File: src/rtl/exc_pkg.sv
// Shared constants for the exception sequencer: cause codes, CP0 status bit
// positions and the sequencer state encoding.
package exc_pkg;

   localparam logic [4:0] CAUSE_INT     = 5'b00000;
   localparam logic [4:0] CAUSE_SYSCALL = 5'b01000;
   localparam logic [4:0] CAUSE_BREAK   = 5'b01001;
   localparam logic [4:0] CAUSE_TEQ     = 5'b01101;

   localparam int IE_BIT         = 0;
   localparam int SYSCALL_EN_BIT = 8;
   localparam int BREAK_EN_BIT   = 9;
   localparam int TEQ_EN_BIT     = 10;
   localparam int INT_EN_BIT     = 11;

   // CP0 register number of status, used by the mtc0 write mux downstream.
   localparam logic [4:0] STATUS_INDEX = 5'd12;

   typedef enum logic [1:0] {
      IDLE   = 2'd0,
      TAKE   = 2'd1,
      VECTOR = 2'd2,
      ERET   = 2'd3
   } state_t;

endpackage

File: src/rtl/exc_ctrl_int_sync.sv
// Two-flop synchronizer for the external interrupt line, rising-edge detect,
// and the pending latch that holds one request until it is taken.
module int_sync (
   input  logic clk,
   input  logic rst,
   input  logic ext_int,
   input  logic clr,
   output logic pend
);

   // [0],[1] form the synchronizer; [2] holds the previous synchronized level.
   logic [2:0] sync_q;
   logic       rise;

   assign rise = sync_q[1] & ~sync_q[2];

   // NOTE: sequential state uses non-blocking assignments so every flop samples pre-edge values.
   always_ff @(posedge clk or posedge rst) begin
      if (rst) begin
         sync_q <= '0;
         pend   <= 1'b0;
      end else begin
         sync_q <= {sync_q[1:0], ext_int};
         // A fresh edge wins over a same-cycle clear so no request is lost.
         if (rise)
            pend <= 1'b1;
         else if (clr)
            pend <= 1'b0;
      end
   end

endmodule

File: src/rtl/exc_ctrl.sv
// Exception sequencer feeding the CP0 register file: decides trap/eret on each
// decoded instruction and walks the TAKE -> VECTOR or ERET strobe sequence.
module exc_ctrl
   import exc_pkg::*;
#(
   parameter logic [31:0] EXC_VECTOR = 32'h0040_0004,
   parameter int          SHIFT      = 5
) (
   input  logic        clk,
   input  logic        rst,
   input  logic        instr_valid,
   input  logic        is_syscall,
   input  logic        is_break,
   input  logic        is_teq,
   input  logic        teq_eq,
   input  logic        is_eret,
   input  logic [31:0] cur_pc,
   input  logic [31:0] status,
   input  logic [31:0] epc,
   input  logic        ext_int,
   output logic        exception,
   output logic [4:0]  cause,
   output logic [31:0] exc_pc,
   output logic        eret_out,
   output logic        status_we,
   output logic [31:0] status_wdata,
   output logic        pc_redirect,
   output logic [31:0] redirect_target,
   output logic        stall,
   output logic        squash
);

   state_t     state;
   logic       int_pend;
   logic       brk_trap, sys_trap, teq_trap, int_trap;
   logic       idle, go_eret, go_trap, int_taken;
   logic [4:0] trap_code;

   int_sync u_int_sync (
      .clk     (clk),
      .rst     (rst),
      .ext_int (ext_int),
      .clr     (int_taken),
      .pend    (int_pend)
   );

   assign idle     = (state == IDLE);
   assign brk_trap = is_break   & status[IE_BIT] & status[BREAK_EN_BIT];
   assign sys_trap = is_syscall & status[IE_BIT] & status[SYSCALL_EN_BIT];
   assign teq_trap = is_teq & teq_eq & status[IE_BIT] & status[TEQ_EN_BIT];
   assign int_trap = int_pend   & status[IE_BIT] & status[INT_EN_BIT];

   // eret outranks everything, including a pending interrupt, which stays pending.
   assign go_eret   = idle & instr_valid & is_eret;
   assign go_trap   = idle & instr_valid & ~is_eret
                    & (brk_trap | sys_trap | teq_trap | int_trap);
   assign int_taken = go_trap & ~brk_trap & ~sys_trap & ~teq_trap;

   // NOTE: combinational blocks assign a default first so no latch is inferred.
   always_comb begin
      trap_code = CAUSE_INT;
      if (brk_trap)
         trap_code = CAUSE_BREAK;
      else if (sys_trap)
         trap_code = CAUSE_SYSCALL;
      else if (teq_trap)
         trap_code = CAUSE_TEQ;
   end

   // Squash and the first stall cycle must act on the decoding instruction itself.
   assign stall  = ~rst & (~idle | go_eret | go_trap);
   assign squash = ~rst & go_trap;

   always_ff @(posedge clk or posedge rst) begin
      if (rst) begin
         state           <= IDLE;
         exception       <= 1'b0;
         cause           <= '0;
         exc_pc          <= '0;
         eret_out        <= 1'b0;
         status_we       <= 1'b0;
         status_wdata    <= '0;
         pc_redirect     <= 1'b0;
         redirect_target <= '0;
      end else begin
         // Every strobe and its data are single-cycle; they drop unless re-set below.
         exception       <= 1'b0;
         cause           <= '0;
         exc_pc          <= '0;
         eret_out        <= 1'b0;
         status_we       <= 1'b0;
         status_wdata    <= '0;
         pc_redirect     <= 1'b0;
         redirect_target <= '0;
         case (state)
            IDLE: begin
               if (go_eret) begin
                  state           <= ERET;
                  eret_out        <= 1'b1;
                  status_we       <= 1'b1;
                  status_wdata    <= status >> SHIFT;
                  pc_redirect     <= 1'b1;
                  redirect_target <= epc;
               end else if (go_trap) begin
                  state        <= TAKE;
                  exception    <= 1'b1;
                  cause        <= trap_code;
                  exc_pc       <= cur_pc;
                  status_we    <= 1'b1;
                  status_wdata <= status << SHIFT;
               end
            end
            TAKE: begin
               state           <= VECTOR;
               pc_redirect     <= 1'b1;
               redirect_target <= EXC_VECTOR;
            end
            VECTOR: state <= IDLE;
            ERET:   state <= IDLE;
         endcase
      end
   end

endmodule

File: config.mk
export PLATFORM = sky130hd
export DESIGN_NAME = exc_ctrl
export DESIGN_NICKNAME = d
export VERILOG_FILES = /design/src/rtl/exc_pkg.sv /design/src/rtl/exc_ctrl_int_sync.sv /design/src/rtl/exc_ctrl.sv
export SDC_FILE = /design/constraint.sdc
export NUM_CORES = 1
export LEC_CHECK = 0
export CAP_MARGIN = 20
export CORE_MARGIN = 1.5
export CORE_UTILIZATION = 38
export DETAILED_ROUTE_END_ITERATION = 16
export PLACE_DENSITY = 0.8
export RECOVER_POWER = 25
export SYNTH_ARGS = -nofsm -noshare
export SYNTH_HDL_FRONTEND = slang
export SYNTH_SLANG_ARGS = --single-unit
File: constraint.sdc
create_clock -name clk -period 5.9 [get_ports clk]
set_input_delay 1.77 -clock clk [delete_from_list [all_inputs] [get_ports clk]]
set_output_delay 1.77 -clock clk [all_outputs]
set_load 0.01 [all_outputs]
==> report_table.html <==
<table>
<tr><th>Metric</th><th>Value</th></tr>
<tr><th colspan="2">Run status</th></tr>
<tr><td>Status</td><td>finished, violations left</td></tr>
<tr><td>Violated checks</td><td>max-capacitance violations, max-slew violations</td></tr>
<tr><th colspan="2">Floorplanning</th></tr>
<tr><td>Die Footprint</td><td>~10000 sq um</td></tr>
<tr><td>Initial core utilization</td><td>0.388</td></tr>
<tr><td>Horizontal die dimension</td><td>around 100 um</td></tr>
<tr><td>Die boundary height</td><td>102 um</td></tr>
<tr><td>Floorplan core area</td><td>9640 sq um</td></tr>
<tr><td>Total I/O pin count</td><td>212</td></tr>
<tr><td>Row cnt</td><td>36</td></tr>
<tr><th colspan="2">Clock network</th></tr>
<tr><td>Reg clk slew, reported paths</td><td>90 ps</td></tr>
<tr><td>CTS buffer count</td><td>9</td></tr>
<tr><td>Maximum level of the CTS H-tree</td><td>3</td></tr>
<tr><td>Hold-fix buffers at CTS</td><td>0</td></tr>
<tr><td>TritonCTS clock tree</td><td>built</td></tr>
<tr><td>Num Clock Sinks</td><td>109</td></tr>
<tr><td>Worst skew pair latency</td><td>between 300 and 400 ps</td></tr>
<tr><td>Number of gates resized after CTS</td><td>0</td></tr>
<tr><td>Clock tree root driver cell</td><td>sky130_fd_sc_hd__clkbuf_8</td></tr>
<tr><td>Buffer depth of the longest clock path</td><td>2</td></tr>
<tr><td>Buffers inserted during post-CTS setup optimization</td><td>0</td></tr>
<tr><th colspan="2">Drt</th></tr>
<tr><td>Final WL</td><td>9940 um</td></tr>
<tr><td>Vias/cell</td><td>4.84</td></tr>
<tr><td>Pre-Repair DR Iteration Count</td><td>4</td></tr>
<tr><td>Remaining DRCs</td><td>0</td></tr>
<tr><td>Via Count</td><td>2951</td></tr>
<tr><td>Post-route antenna net violation count</td><td>0</td></tr>
<tr><td>Average routed wire per standard cell</td><td>16.3 um</td></tr>
<tr><td>DRT iter0 DRCs</td><td>81</td></tr>
<tr><th colspan="2">Placed design</th></tr>
<tr><td>Buffers on Ports</td><td>209</td></tr>
<tr><td>Half-perimeter wire length after placement</td><td>just over 7000 um</td></tr>
<tr><td>Placer Congestion</td><td>0.886</td></tr>
<tr><th colspan="2">STA</th></tr>
<tr><td>Post-route setup TNS</td><td>0 ps</td></tr>
<tr><td>Setup-failing EPs final</td><td>0</td></tr>
<tr><td>Final critical-path required period</td><td>5540 ps</td></tr>
<tr><td>Final critical-path share of the clock period</td><td>0.939</td></tr>
<tr><td>Final hold violations</td><td>0</td></tr>
<tr><td>RSZ-0062 raised after global routing</td><td>no</td></tr>
<tr><td>Highest clock frequency the design can meet</td><td>around 0.18 GHz</td></tr>
<tr><td>Max-slew violation count</td><td>78</td></tr>
<tr><td>Slew at the pin closest to its max-slew limit</td><td>2810 ps</td></tr>
<tr><td>Clock Skews</td><td>around 6.4 ps</td></tr>
<tr><td>Headroom to the max-slew limit</td><td>-0.873</td></tr>
<tr><th colspan="2">Worst setup path</th></tr>
<tr><td>Setup crit start</td><td>is_eret</td></tr>
<tr><td>Ordered list of cells on the worst path</td><td>dlygate4sd3_1 -&gt; or4b_1 -&gt; nor3_1 -&gt; clkdlybuf4s50_1</td></tr>
<tr><td>End of the worst register-to-register path</td><td>status_wdata[23]$_DFF_PP0_</td></tr>
<tr><td>Largest fanout on the critical path</td><td>5</td></tr>
<tr><td>Cell type of the slowest stage on the worst timing path</td><td>sky130_fd_sc_hd__dlygate4sd3_1</td></tr>
<tr><td>FF-to-FF path depth</td><td>5</td></tr>
<tr><td>Critical Path Start Type</td><td>primary input</td></tr>
<tr><td>Crit path DAT</td><td>3770 ps</td></tr>
<tr><td>Worst reg2reg setup slack</td><td>3830 ps</td></tr>
<tr><td>Crit path required time</td><td>4130 ps</td></tr>
<tr><td>Critical Setup Path Class</td><td>in -&gt; out</td></tr>
<tr><td>Delay of the slowest cell on the worst path</td><td>640 ps</td></tr>
<tr><td>Worst Setup End Kind</td><td>primary output</td></tr>
<tr><td>Startpoint of the worst-slack reg-to-reg timing path</td><td>state[0]$_DFFE_PP0P_</td></tr>
<tr><th colspan="2">Synth</th></tr>
<tr><td>Share of synthesized area occupied by flip-flops and latches</td><td>0.730</td></tr>
<tr><td>Count of mapped cells out of synthesis</td><td>269</td></tr>
<tr><td>Share of synthesized cell area in and, or, nand and nor gates</td><td>0.157</td></tr>
<tr><td>Mean cell area of the mapped netlist</td><td>roughly 14 sq um</td></tr>
<tr><td>Post-synthesis instance area</td><td>3740 sq um</td></tr>
<tr><td>Largest family of logic cells by synthesized area</td><td>simple AND/OR/NAND/NOR gates</td></tr>
<tr><td>Adder-cell share of the synthesized area</td><td>0</td></tr>
<tr><td>Yosys warns</td><td>0</td></tr>
<tr><td>Post-synthesis share of cell area spent on xor and xnor gates</td><td>0</td></tr>
<tr><td>Count of unique library cells instantiated by Yosys</td><td>31</td></tr>
<tr><td>Complex-gate fraction of the synthesized area</td><td>0.0814</td></tr>
<tr><td>Number of storage elements in the synthesis netlist</td><td>109</td></tr>
<tr><td>Portion of netlist area occupied by mux cells</td><td>0</td></tr>
<tr><th colspan="2">Cells and area</th></tr>
<tr><td>Fraction of final layout cells with drive strength greater than 1</td><td>0.0440</td></tr>
<tr><td>Total area of sequential cells</td><td>2730 sq um</td></tr>
<tr><td>Signed area change from the synthesized netlist to the final layout</td><td>63.5%</td></tr>
<tr><td>Number of nets at the end of the flow</td><td>579</td></tr>
<tr><td>Multi-input logic area</td><td>907 sq um</td></tr>
<tr><td>Antenna cell count</td><td>0</td></tr>
<tr><td>Fill count</td><td>771</td></tr>
<tr><th colspan="2">Flow run</th></tr>
<tr><td>Max-cap violations</td><td>1</td></tr>
<tr><th colspan="2">GRT</th></tr>
<tr><td>Pin count of the biggest net entering global routing</td><td>78</td></tr>
<tr><td>Global-route congestion overflow total</td><td>0</td></tr>
<tr><td>All-layer global routing usage</td><td>0.191</td></tr>
<tr><td>Global-route wire length before repair</td><td>around 15000 um</td></tr>
<tr><td>Vias in the first global route</td><td>roughly 2900</td></tr>
<tr><td>Number of antenna violations at the first check in global routing</td><td>0</td></tr>
<tr><th colspan="2">Power</th></tr>
<tr><td>Power density over cell area</td><td>239 nW/um^2</td></tr>
<tr><td>Power consumption</td><td>0.00146 W</td></tr>
<tr><td>Static Leakage</td><td>2.84 nW</td></tr>
<tr><td>Worst supply voltage drop on vdd</td><td>0.129 mV</td></tr>
<tr><th colspan="2">Worst hold path</th></tr>
<tr><td>Worst min-delay path class</td><td>reg -&gt; reg</td></tr>
<tr><td>Beginning of the worst hold path</td><td>u_int_sync.sync_q[0]$_DFF_PP0_</td></tr>
<tr><td>Hold Path Cell Cnt</td><td>0</td></tr>
<tr><td>Worst hold endpoint</td><td>u_int_sync.sync_q[1]$_DFF_PP0_</td></tr>
</table>
[layout by cell type, fill, tap and decap left out, types with 2 or more instances in the layout]
cell type / instances
sky130_fd_sc_hd__dfrtp_1: 109
sky130_fd_sc_hd__nand3_1: 3
sky130_fd_sc_hd__a32o_1: 19
sky130_fd_sc_hd__conb_1: 2
sky130_fd_sc_hd__nor3_1: 3
sky130_fd_sc_hd__dlygate4sd3_1: 3
sky130_fd_sc_hd__and2_1: 35
sky130_fd_sc_hd__clkdlybuf4s50_1: 206
sky130_fd_sc_hd__nand2_1: 12
sky130_fd_sc_hd__o21ai_0: 2
sky130_fd_sc_hd__clkinvlp_4: 3
sky130_fd_sc_hd__and3_1: 37
sky130_fd_sc_hd__nor2_1: 4
sky130_fd_sc_hd__inv_1: 3
sky130_fd_sc_hd__buf_4: 5
sky130_fd_sc_hd__clkbuf_8: 9
sky130_fd_sc_hd__o21ai_1: 2
[critical path: cells and delay by family]
family | cells | cell delay [ps]
buf+inv | 2 | 1230
simple gates | 2 | 780
[logic make-up after synthesis]
logic type,count (synthesis)
buffers and inverters,26
other,1
and+or+nand+nor,99
DFF,109
AOI/OAI and AO/OA,34
[routing by layer]
metal  global-route usage  share of wire  vias to the layer above
li1                     -              -                     1327
met1                0.226           0.39                     1432
met2                0.314           0.49                      165
met3               0.0609          0.092                       27
met4               0.0959          0.027                        0
met5                    0              0                        -
[metrics by stage]
| stage | setup slack (ps) | cells | util | hold WS [ps] | cell area, sq um |
|---|---|---|---|---|---|
| 6_report | 360 | 610 | 0.634 | 356 | 6110 |
| 2_1_floorplan | 1260 | 270 | - | 331 | 3740 |
| 3_5_place_dp | 475 | 595 | 0.617 | 335 | 5950 |
| 5_1_grt | 330 | 610 | 0.634 | 376 | 6110 |
| 4_1_cts | 466 | 609 | 0.633 | 357 | 6100 |
| 3_3_place_gp | 539 | 595 | 0.617 | 335 | 5950 |
[power by group]
part           switching [W]  internal (W)  total (W)
registers          0.0000165      0.000788   0.000804
clock network       0.000233      0.000148   0.000381
logic               0.000120      0.000158   0.000278
[final cells by class]
cell class	instances	area share
flip-flops and latches	109	0.446
repair buffers	215	0.350
multi-input cells	135	0.148
well taps	133	0.0272
clock buffers	10	0.0209
clock inverters	4	0.00450
inverters	4	0.00246
[synth_stat cells, drive strengths merged]
library cell | count | area share
o41ai | 1 | 0.0044
conb | 1 | 0.0010
o211ai | 1 | 0.0020
o22ai | 1 | 0.0017
a22o | 1 | 0.0023
a311oi | 1 | 0.0023
inv | 4 | 0.0040
nand2 | 12 | 0.012
nand3 | 3 | 0.0040
and2 | 35 | 0.059
nor2 | 4 | 0.0040
a211oi | 1 | 0.0020
a32o | 19 | 0.051
and4 | 1 | 0.0023
nand4 | 1 | 0.0017
dfrtp | 109 | 0.73
nor4b | 1 | 0.0040
clkbuf | 12 | 0.012
nand2b | 1 | 0.0017
and3 | 37 | 0.062
buf | 10 | 0.015
a32oi | 1 | 0.0023
o211a | 1 | 0.0027
o21ai | 4 | 0.0054
or4b | 1 | 0.0027
a22oi | 1 | 0.0020
nor3 | 3 | 0.0040
o31ai | 1 | 0.0020
a21oi | 1 | 0.0013
[how the worst max path moves through the flow]
stage,endpoint,depth (start not counted)
global placement,squash,4
floorplan,cause[0]$_DFF_PP0_,1
global route,squash,4
CTS,stall,5
finish,squash,4
detailed placement,stall,5
[flip-flops by register name (all words and copies together), names as in the netlist]
register,flops
status_we,1
exc_pc,32
pc_redirect,1
u_int_sync.sync_q,3
state,2
exception,1
redirect_target,32
cause,3
status_wdata,32
u_int_sync.pend,1
eret_out,1
(Power assumes the default switching activity.)
